[config.mk]
export PLATFORM = sky130hd
export DESIGN_NAME = crc_capture_ctrl
export DESIGN_NICKNAME = d
export VERILOG_FILES = /design/src/rtl/crc_capture_ctrl.sv
export SDC_FILE = /design/constraint.sdc
export NUM_CORES = 1
export LEC_CHECK = 0
export CAP_MARGIN = 20
export CORE_UTILIZATION = 52
export CTS_CLUSTER_DIAMETER = 150
export DETAILED_ROUTE_END_ITERATION = 12
export GPL_ROUTABILITY_DRIVEN = 0
export PLACE_DENSITY = 0.84
export RECOVER_POWER = 100
export SYNTH_ARGS = -nofsm -noshare
export SYNTH_HDL_FRONTEND = slang
export SYNTH_SLANG_ARGS = --single-unit
[constraint.sdc]
create_clock -name pixclk -period 6.4 [get_ports pixclk]
set_clock_uncertainty 0.15 [all_clocks]
set_input_delay 1.28 -clock pixclk [delete_from_list [all_inputs] [get_ports pixclk]]
set_output_delay 1.28 -clock pixclk [all_outputs]
set_load 0.1 [all_outputs]
[src/rtl/crc_capture_ctrl.sv]
// -----------------------------------------------------------------------------
// crc_capture_ctrl
//
// Sequences the display CRC/MISR capture path for a host-programmed number of
// frames. For each frame it enables the MISR (misr_cntl), waits for the vsync
// falling edge that seeds the MISR, waits for the MISR frame-complete flag,
// then latches the signature. A per-frame watchdog aborts a stalled run.
// Everything runs in the pixclk domain.
//
// Optional feature (compile-time macro CRC_STABLE_CHECK_EN):
//   adds a sticky sig_mismatch output that flags any frame whose signature
//   differs from the previous frame's signature within the same run.
//
// Ports:
//   pixclk       in   pixel clock, rising-edge logic
//   reset        in   asynchronous, active-high reset
//   start        in   one-cycle request to begin a run (ignored unless idle)
//   abort        in   one-cycle request to cancel a run (highest priority)
//   num_frames   in   [FRM_W] frames to capture; 0 is treated as 1
//   vsync        in   vsync from the blank/sync block
//   misr_done    in   MISR frame-complete flag from the blank/sync block
//   misr_sig     in   [SIG_W] current MISR signature
//   misr_cntl    out  capture enable to the blank/sync block
//   busy         out  a run is in progress
//   done         out  sticky; run finished normally or by timeout
//   timeout_err  out  sticky; watchdog expired
//   frames_done  out  [FRM_W] frames captured in the current/last run
//   sig_out      out  [SIG_W] last latched signature
//   sig_mismatch out  sticky signature-instability flag (CRC_STABLE_CHECK_EN)
// -----------------------------------------------------------------------------
module crc_capture_ctrl #(
  parameter int SIG_W = 48,
  parameter int FRM_W = 8,
  parameter int TMO_W = 24
) (
  input  logic             pixclk,
  input  logic             reset,
  input  logic             start,
  input  logic             abort,
  input  logic [FRM_W-1:0] num_frames,
  input  logic             vsync,
  input  logic             misr_done,
  input  logic [SIG_W-1:0] misr_sig,
  output logic             misr_cntl,
  output logic             busy,
  output logic             done,
  output logic             timeout_err,
  output logic [FRM_W-1:0] frames_done,
  output logic [SIG_W-1:0] sig_out
`ifdef CRC_STABLE_CHECK_EN
  ,
  output logic             sig_mismatch
`endif
);

  typedef enum logic [2:0] {
    ST_IDLE,
    ST_ARM,
    ST_CAPT,
    ST_LATCH,
    ST_DONE,
    ST_ERR
  } state_e;

  localparam logic [FRM_W-1:0] FRM_ONE   = {{(FRM_W-1){1'b0}}, 1'b1};
  localparam logic [TMO_W-1:0] TMO_ONE   = {{(TMO_W-1){1'b0}}, 1'b1};
  // The counter reaches all-ones on the same edge that moves us to ERR, so
  // expiry is decided while it still holds all-ones minus one.
  localparam logic [TMO_W-1:0] WDOG_LAST = {{(TMO_W-1){1'b1}}, 1'b0};

  state_e             state_q, state_d;
  logic               vsync_dly_q, misr_done_dly_q;   // registered vsync_d / misr_done_d
  logic [FRM_W-1:0]   target_q, target_d;
  logic [TMO_W-1:0]   wdog_q, wdog_d;
  logic               misr_cntl_q, misr_cntl_d;
  logic               busy_q, busy_d;
  logic               done_q, done_d;
  logic               timeout_err_q, timeout_err_d;
  logic [FRM_W-1:0]   frames_done_q, frames_done_d;
  logic [SIG_W-1:0]   sig_out_q, sig_out_d;
`ifdef CRC_STABLE_CHECK_EN
  logic               sig_mismatch_q, sig_mismatch_d;
`endif

  logic               vs_fall, md_rise, wdog_expire;
  logic [FRM_W-1:0]   frames_inc;

  assign vs_fall     = vsync_dly_q & ~vsync;
  assign md_rise     = misr_done & ~misr_done_dly_q;
  assign wdog_expire = (wdog_q == WDOG_LAST);
  assign frames_inc  = frames_done_q + FRM_ONE;

  // ---------------------------------------------------------------------------
  // Next-state / next-output logic
  // ---------------------------------------------------------------------------
  always_comb begin
    // NOTE: every signal assigned here gets a default first so no path can
    // leave it unassigned, which would infer a latch.
    state_d        = state_q;
    target_d       = target_q;
    done_d         = done_q;
    timeout_err_d  = timeout_err_q;
    frames_done_d  = frames_done_q;
    sig_out_d      = sig_out_q;
`ifdef CRC_STABLE_CHECK_EN
    sig_mismatch_d = sig_mismatch_q;
`endif

    unique case (state_q)
      ST_IDLE: begin
        // abort in the same cycle as start cancels the start.
        if (start && !abort) begin
          done_d        = 1'b0;
          timeout_err_d = 1'b0;
          frames_done_d = '0;
          target_d      = (num_frames == '0) ? FRM_ONE : num_frames;
`ifdef CRC_STABLE_CHECK_EN
          sig_mismatch_d = 1'b0;
`endif
          state_d       = ST_ARM;
        end
      end

      ST_ARM: begin
        if (abort)            state_d = ST_IDLE;
        else if (wdog_expire) state_d = ST_ERR;
        else if (vs_fall)     state_d = ST_CAPT;
      end

      ST_CAPT: begin
        // A vs_fall coinciding with md_rise is irrelevant here: only md_rise
        // advances CAPT.
        if (abort)            state_d = ST_IDLE;
        else if (wdog_expire) state_d = ST_ERR;
        else if (md_rise)     state_d = ST_LATCH;
      end

      ST_LATCH: begin
        if (abort) begin
          state_d = ST_IDLE;
        end else begin
`ifdef CRC_STABLE_CHECK_EN
          // Compare against the previous frame's signature, which is still in
          // sig_out_q; the first frame of a run has nothing to compare with.
          if ((frames_done_q != '0) && (misr_sig != sig_out_q)) begin
            sig_mismatch_d = 1'b1;
          end
`endif
          sig_out_d     = misr_sig;
          frames_done_d = frames_inc;
          state_d       = (frames_inc == target_q) ? ST_DONE : ST_ARM;
        end
      end

      ST_DONE: begin
        if (!abort) done_d = 1'b1;
        state_d = ST_IDLE;
      end

      ST_ERR: begin
        if (!abort) begin
          timeout_err_d = 1'b1;
          done_d        = 1'b1;
        end
        state_d = ST_IDLE;
      end

      default: state_d = ST_IDLE;
    endcase

    // Watchdog restarts on every state change and only counts while waiting.
    if (state_d != state_q) begin
      wdog_d = '0;
    end else if ((state_q == ST_ARM) || (state_q == ST_CAPT)) begin
      wdog_d = wdog_q + TMO_ONE;
    end else begin
      wdog_d = '0;
    end

    // Outputs are registered from the next state so they change on the same
    // edge as the state itself.
    misr_cntl_d = (state_d == ST_ARM) || (state_d == ST_CAPT);
    busy_d      = (state_d == ST_ARM) || (state_d == ST_CAPT) || (state_d == ST_LATCH);
  end

  // ---------------------------------------------------------------------------
  // State registers
  // ---------------------------------------------------------------------------
  always_ff @(posedge pixclk or posedge reset) begin
    if (reset) begin
      state_q         <= ST_IDLE;
      vsync_dly_q     <= 1'b0;
      misr_done_dly_q <= 1'b0;
      target_q        <= '0;
      wdog_q          <= '0;
      misr_cntl_q     <= 1'b0;
      busy_q          <= 1'b0;
      done_q          <= 1'b0;
      timeout_err_q   <= 1'b0;
      frames_done_q   <= '0;
      sig_out_q       <= '0;
`ifdef CRC_STABLE_CHECK_EN
      sig_mismatch_q  <= 1'b0;
`endif
    end else begin
      // NOTE: non-blocking assignments so every flop samples pre-edge values.
      state_q         <= state_d;
      vsync_dly_q     <= vsync;
      misr_done_dly_q <= misr_done;
      target_q        <= target_d;
      wdog_q          <= wdog_d;
      misr_cntl_q     <= misr_cntl_d;
      busy_q          <= busy_d;
      done_q          <= done_d;
      timeout_err_q   <= timeout_err_d;
      frames_done_q   <= frames_done_d;
      sig_out_q       <= sig_out_d;
`ifdef CRC_STABLE_CHECK_EN
      sig_mismatch_q  <= sig_mismatch_d;
`endif
    end
  end

  assign misr_cntl    = misr_cntl_q;
  assign busy         = busy_q;
  assign done         = done_q;
  assign timeout_err  = timeout_err_q;
  assign frames_done  = frames_done_q;
  assign sig_out      = sig_out_q;
`ifdef CRC_STABLE_CHECK_EN
  assign sig_mismatch = sig_mismatch_q;
`endif

endmodule

; Word level (Yosys, flattened, before mapping)
; Index checks and enable logic that the tools add are counted.
[totals]
reg_bits = 97
latch_bits = 0
ram_bits = 0
rom_bits = 0
in_bits = 62
output_inout_bits = 60
wordCells = 69
mem_count = 0
[classes]
addsub = 2
multipliers = 0
div = 0
n_lt_le_gt_ge = 0
eq_ne = 15
shift = 0
muxes = 20
bitwise = 5
reduce_logical = 16
[ops]
columns = operator, count
row1 = two-way mux 24 bit, 2
row2 = two-way mux 3 bit, 9
row3 = adder 24 x 1 -> 24 bit (second input constant), 1
row4 = == test 24 bit (second input constant), 1
row5 = two-way mux 8 bit, 3
row6 = case mux 8 bit (2 select lines), 1
row7 = == test 3 x 2 -> 1 bit (second input constant), 4
row8 = case mux 3 bit (4 select lines), 1
row9 = AND reduction 3 bit, 3
row10 = adder 8 x 1 -> 8 bit (second input constant), 1
row11 = == test 8 bit, 1
row12 = zero test 8 bit, 1
row13 = != test 2 bit (second input constant), 4
row14 = == test 3 x 1 -> 1 bit (second input constant), 2
row15 = == test 3 bit (second input constant), 2
row16 = nonzero test 2 bit, 3
row17 = case mux 1 bit (2 select lines), 2
row18 = AND reduction 2 bit, 2
row19 = zero test 3 bit, 1
row20 = logical OR 1 bit, 3
row21 = != test 3 bit, 1
row22 = inverter 1 bit, 3
row23 = AND 1 bit, 2
row24 = two-way mux 1 bit, 2
row25 = 3 further kinds, 3

; Depth between registers and ports, before layout
[logic_depth]
ltp_word = 9
ltp_mapped = 9
mapped_depth_nobuf = 8

; Least setup slack after synthesis
; No wires, ideal clock.
[synth_timing]
path_kind = register to register
from = reg frames_done_q[0] (netlist: frames_done[0])
to = reg misr_cntl_q (netlist: misr_cntl)
setup_time_ps = 120
t_arrival_ps = 2526
required_time_ps = 6130
slack_ps = 3604
stages_incl_launch_ff = 8
path_buffers = 0
synth_period_minus_slack_ps = 2796
cell_sequence = dfrtp_1 > ha_1 > xor3_4 > o22ai_1 > o2111ai_2 > a221oi_4 > nand3_2 > and3_1
[synth_between]
elab_chain_len = 7
elab_cells_between_ends = 8
classes_between = 1 x add/sub / 3 x eq/ne / 3 x mux / 1 x reduce/logical
[synth_lines]
columns = item, line
row1 = from (decl), 79  ; logic [FRM_W-1:0] frames_done_q, frames_done_d;
row2 = from (signal assigned), 216  ; frames_done_q <= frames_done_d;
row3 = adder 8 x 1 -> 8 bit (*), 91  ; assign frames_inc = frames_done_q + FRM_ONE;
row4 = == test 8 bit (*), 151  ; state_d = (frames_inc == target_q) ? ST_DONE : ST_ARM;
row5 = two-way mux 3 bit (*), 151
row6 = two-way mux 3 bit (*), 139  ; if (abort) begin
row7 = case mux 3 bit (4 select lines) (*), 109  ; unique case (state_q)
row8 = == test 3 x 1 -> 1 bit or == test 3 x 2 -> 1 bit (tied branches), 182  ; misr_cntl_d = (state_d == ST_ARM) || (state_d == ST_CAPT);
row9 = logical OR 1 bit (*), 182
row10 = net misr_cntl_d, 75  ; logic misr_cntl_q, misr_cntl_d;
row11 = to (signal assigned), 212  ; misr_cntl_q <= misr_cntl_d;
row12 = to (decl), 75
; The timed path passes the listed nets; every way through them passes the cells marked *.
; A chain may end at the register's enable or synchronous reset.

; Worst setup path in the final report
[layout_timing]
from = in abort
to = reg frames_done_q[6] (netlist: frames_done[6])
[layout_between]
elab_chain_len = 4
elab_cells_between_ends = 5
classes_between = 2 x eq/ne / 3 x reduce/logical
[layout_lines]
columns = item, line
row1 = from (decl), 39  ; input logic abort,
row2 = zero test 1 bit, --
row3 = logical AND 1 bit, 112  ; if (start && !abort) begin
row4 = != test 2 bit (no line), --
row5 = AND reduction 3 bit (no line) (*), --
; Mark *: on every way between the ends. The rest lies on a longest branch, timed or not.

==> impl_metrics.env <==
export IMPL_status="finished with violations"
export IMPL_violations="capacitance limit, slew limit"
export IMPL_rsz0062_at_grt="false"
export IMPL_die_h_um=93.61
export IMPL_syn_to_final_growth_pct=33.72
export IMPL_ir_worst_vdd_v=0.0001823
export IMPL_synth_flop_cell="dfrtp_1"
export IMPL_cts_root_buf="clkbuf_8"
export IMPL_synthCells=470
export IMPL_cp_data_required_time_ps=6500
export IMPL_p_comb_frac=0.296
export IMPL_reg2reg_to="frames_done[6]"
export IMPL_wl_per_cell_um=14.20
export IMPL_grt_overflow_total=0
export IMPL_fmax_mhz=218.3
export IMPL_cts_setup_buffers=0
export IMPL_startpoint="abort"
export IMPL_worstReg2RegStart="state_q[2]"
export IMPL_startpoint_type="primary input"
export IMPL_clockBufferDepth=2
export IMPL_min_period_ps=4581
export IMPL_ant_nets=0
export IMPL_grt_pass1_wl_um=16530
export IMPL_rows=33
export IMPL_layout_commonest_cell="nand2_1"
export IMPL_relSlewSlack=-0.6795
export IMPL_leakagePower_nw=2.844
export IMPL_crit_chain="dlygate4sd3_1, nor2_1, and3_1, nor2_1, o21bai_1, a22o_1"
export IMPL_crit_type="primary input to register"
export IMPL_pin_count=122
export IMPL_core_area_um2=8175
export IMPL_io_buffers=121
export IMPL_crit_slowest_cell="and3_1"
export IMPL_reg2reg_slack_ps=2940
export IMPL_p_sw_mw=0.5678
export IMPL_path_clk_slew_ps=90
export IMPL_yosysUniqueCellTypes=44
export IMPL_p_int_mw=0.9525
export IMPL_finalPower_mw=1.520
export IMPL_cts_resized=0
export IMPL_cts_sinks=97
export IMPL_p_clk_frac=0.253
export IMPL_fin_tns_setup_ps=0
export IMPL_antenna_found_initial=0
export IMPL_die_w_um=93.61
export IMPL_p_sw_frac=0.3735
export IMPL_reg2reg_depth=5
export IMPL_syn_num_nets=535
export IMPL_initial_core_util=0.5338
export IMPL_yosysTopAreaCell="dfrtp_1"
export IMPL_path_max_fanout=57
export IMPL_synth_edf_count=0
export IMPL_nFillCells=613
export IMPL_mostFrequentLayoutCells="nand2_1, dfrtp_1, dlygate4sd3_1"
export IMPL_hpwlAfterDp_um=6855
export IMPL_grt_max_degree=80
export IMPL_arrival_ps=4680
export IMPL_routed_wl_um=9894
export IMPL_critPathMostFrequentCell="nor2_1"
export IMPL_hp_class="register to register"
export IMPL_grtUsageTotal=0.2439
export IMPL_synth_top_cell_area_share=0.5562
export IMPL_drive_above_1_share=0.05405
export IMPL_post_route_period_util=0.7158
export IMPL_clk_latency_ps=360
export IMPL_antenna_cells=0
export IMPL_drv_slew=196
export IMPL_hold_violations=0
export IMPL_synth_area_top_cells="dfrtp_1, nand2_1, xor2_1"
export IMPL_cpPeakStageDelay_ps=1540
export IMPL_power_density_nw_per_um2=260.5
export IMPL_ys_seq_area_frac=0.5562
export IMPL_async_flop_share=1.000
export IMPL_postSynthAreaPerCell_um2=9.286
export IMPL_syn_area_um2=4364
export IMPL_end_kind="register"
export IMPL_num_vias=3675
export IMPL_setup_violations=0
export IMPL_drv_cap=3
export IMPL_avgViaCountPerCell=5.273
export IMPL_fin_nets=653
export IMPL_drt_iter0_markers=251
export IMPL_hold_buffers=0
export IMPL_drtPass1Iterations=4
export IMPL_worstMarginPinSlew_ps=2519
export IMPL_endpoint="frames_done[6]"
export IMPL_pwr_share_seq=0.451
export IMPL_drcViolationCount=0
export IMPL_ys_warn_count=0
export IMPL_cts_tree="built"
export IMPL_synth_seq_cells=97
export IMPL_die_area_um2=8763
export IMPL_cts_buffers=9
export IMPL_cts_htree_levels=3
export IMPL_grt_pass1_vias=3609
-- critical path, delay by kind of cell --
kind | cells | cell delay (ps)
AOI/OAI and AO/OA | 2 | 600
buffers and inverters | 1 | 610
and+or+nand+nor | 3 | 2180
-- cell families after synthesis --
group	Yosys count	synth area share
AO/OA/AOI/OAI	40	0.06365
flip-flops	97	0.5562
XOR/XNOR	30	0.06451
buffers and inverters	26	0.02437
AND/OR/NAND/NOR	267	0.2649
multiplexers	6	0.01548
adder cells (fa/ha/maj)	4	0.01090
-- power by group through the flow --
stage / registers (mW) / logic, mW / clock network, mW
6_report: 0.686 / 0.450 / 0.384
5_1_grt: 0.692 / 0.472 / 0.421
4_1_cts: 0.688 / 0.467 / 0.393
3_5_place_dp: 0.700 / 0.465 / 0
3_3_place_gp: 0.698 / 0.460 / 0
2_1_floorplan: 0.946 / 0.0832 / 0
-- flip-flops by register name (all words and copies together) (netlist names) --
register / flops
busy: 1
done: 1
frames_done: 8
misr_cntl: 1
misr_done_dly_q: 1
sig_out: 48
state_q: 3
target_q: 8
timeout_err: 1
vsync_dly_q: 1
wdog_q: 24
-- Yosys cell counts, drive strengths merged (7+ instances only) --
library cell / instances
inv: 7
xnor2: 7
buf: 9
nor2: 42
nand2: 164
o21ai: 16
xor2: 22
clkbuf: 10
nand3: 14
nand4: 10
dfrtp: 97
nor3: 7
-- per-stage QoR --
step                      cells  hold WS, ps    util  setup WS (ps)  cell area [um^2]
after floorplan             470        294.7       -           2436              4364
after global placement      681        306.8  0.6938           2453              5672
after detailed placement    681        310.8  0.6938           2386              5672
after CTS                   696        332.9  0.7163           2764              5856
after global routing        697        344.4  0.7138           1526              5836
final                       697        322.6  0.7138           1819              5836
-- routing by layer --
metal / global-route usage / vias up / wire length [um]
met4: 0.1064 / 0 / 204
li1: - / 1779 / -
met2: 0.4013 / 129 / 4803
met3: 0.07642 / 20 / 779
met5: 0 / - / 0
met1: 0.2948 / 1747 / 4107
-- worst min path at each step --
| stage | slack, ps | end | from | cells after the start |
|---|---|---|---|---|
| final | 320 | sig_out[47] | sig_out[47] | 2 |
| after global routing | 340 | sig_out[17] | sig_out[17] | 2 |
| after CTS | 330 | sig_out[47] | sig_out[47] | 2 |
| after detailed placement | 310 | sig_out[28] | sig_out[28] | 2 |
| after global placement | 310 | sig_out[13] | sig_out[13] | 2 |
| after floorplan | 290 | wdog_q[0] | wdog_q[0] | 1 |
-- area by class of cell --
type	instances	area [um^2]	share of cell area
clock buffers	10	127.6	0.02187
clock inverters	5	56.30	0.009648
inverters	7	27.53	0.004717
multi-input cells	347	1834	0.3143
flip-flops and latches	97	2427	0.4160
well taps	105	131.4	0.02251
repair buffers	126	1231	0.2110
Note: power is estimated with default switching activity, not from simulation.
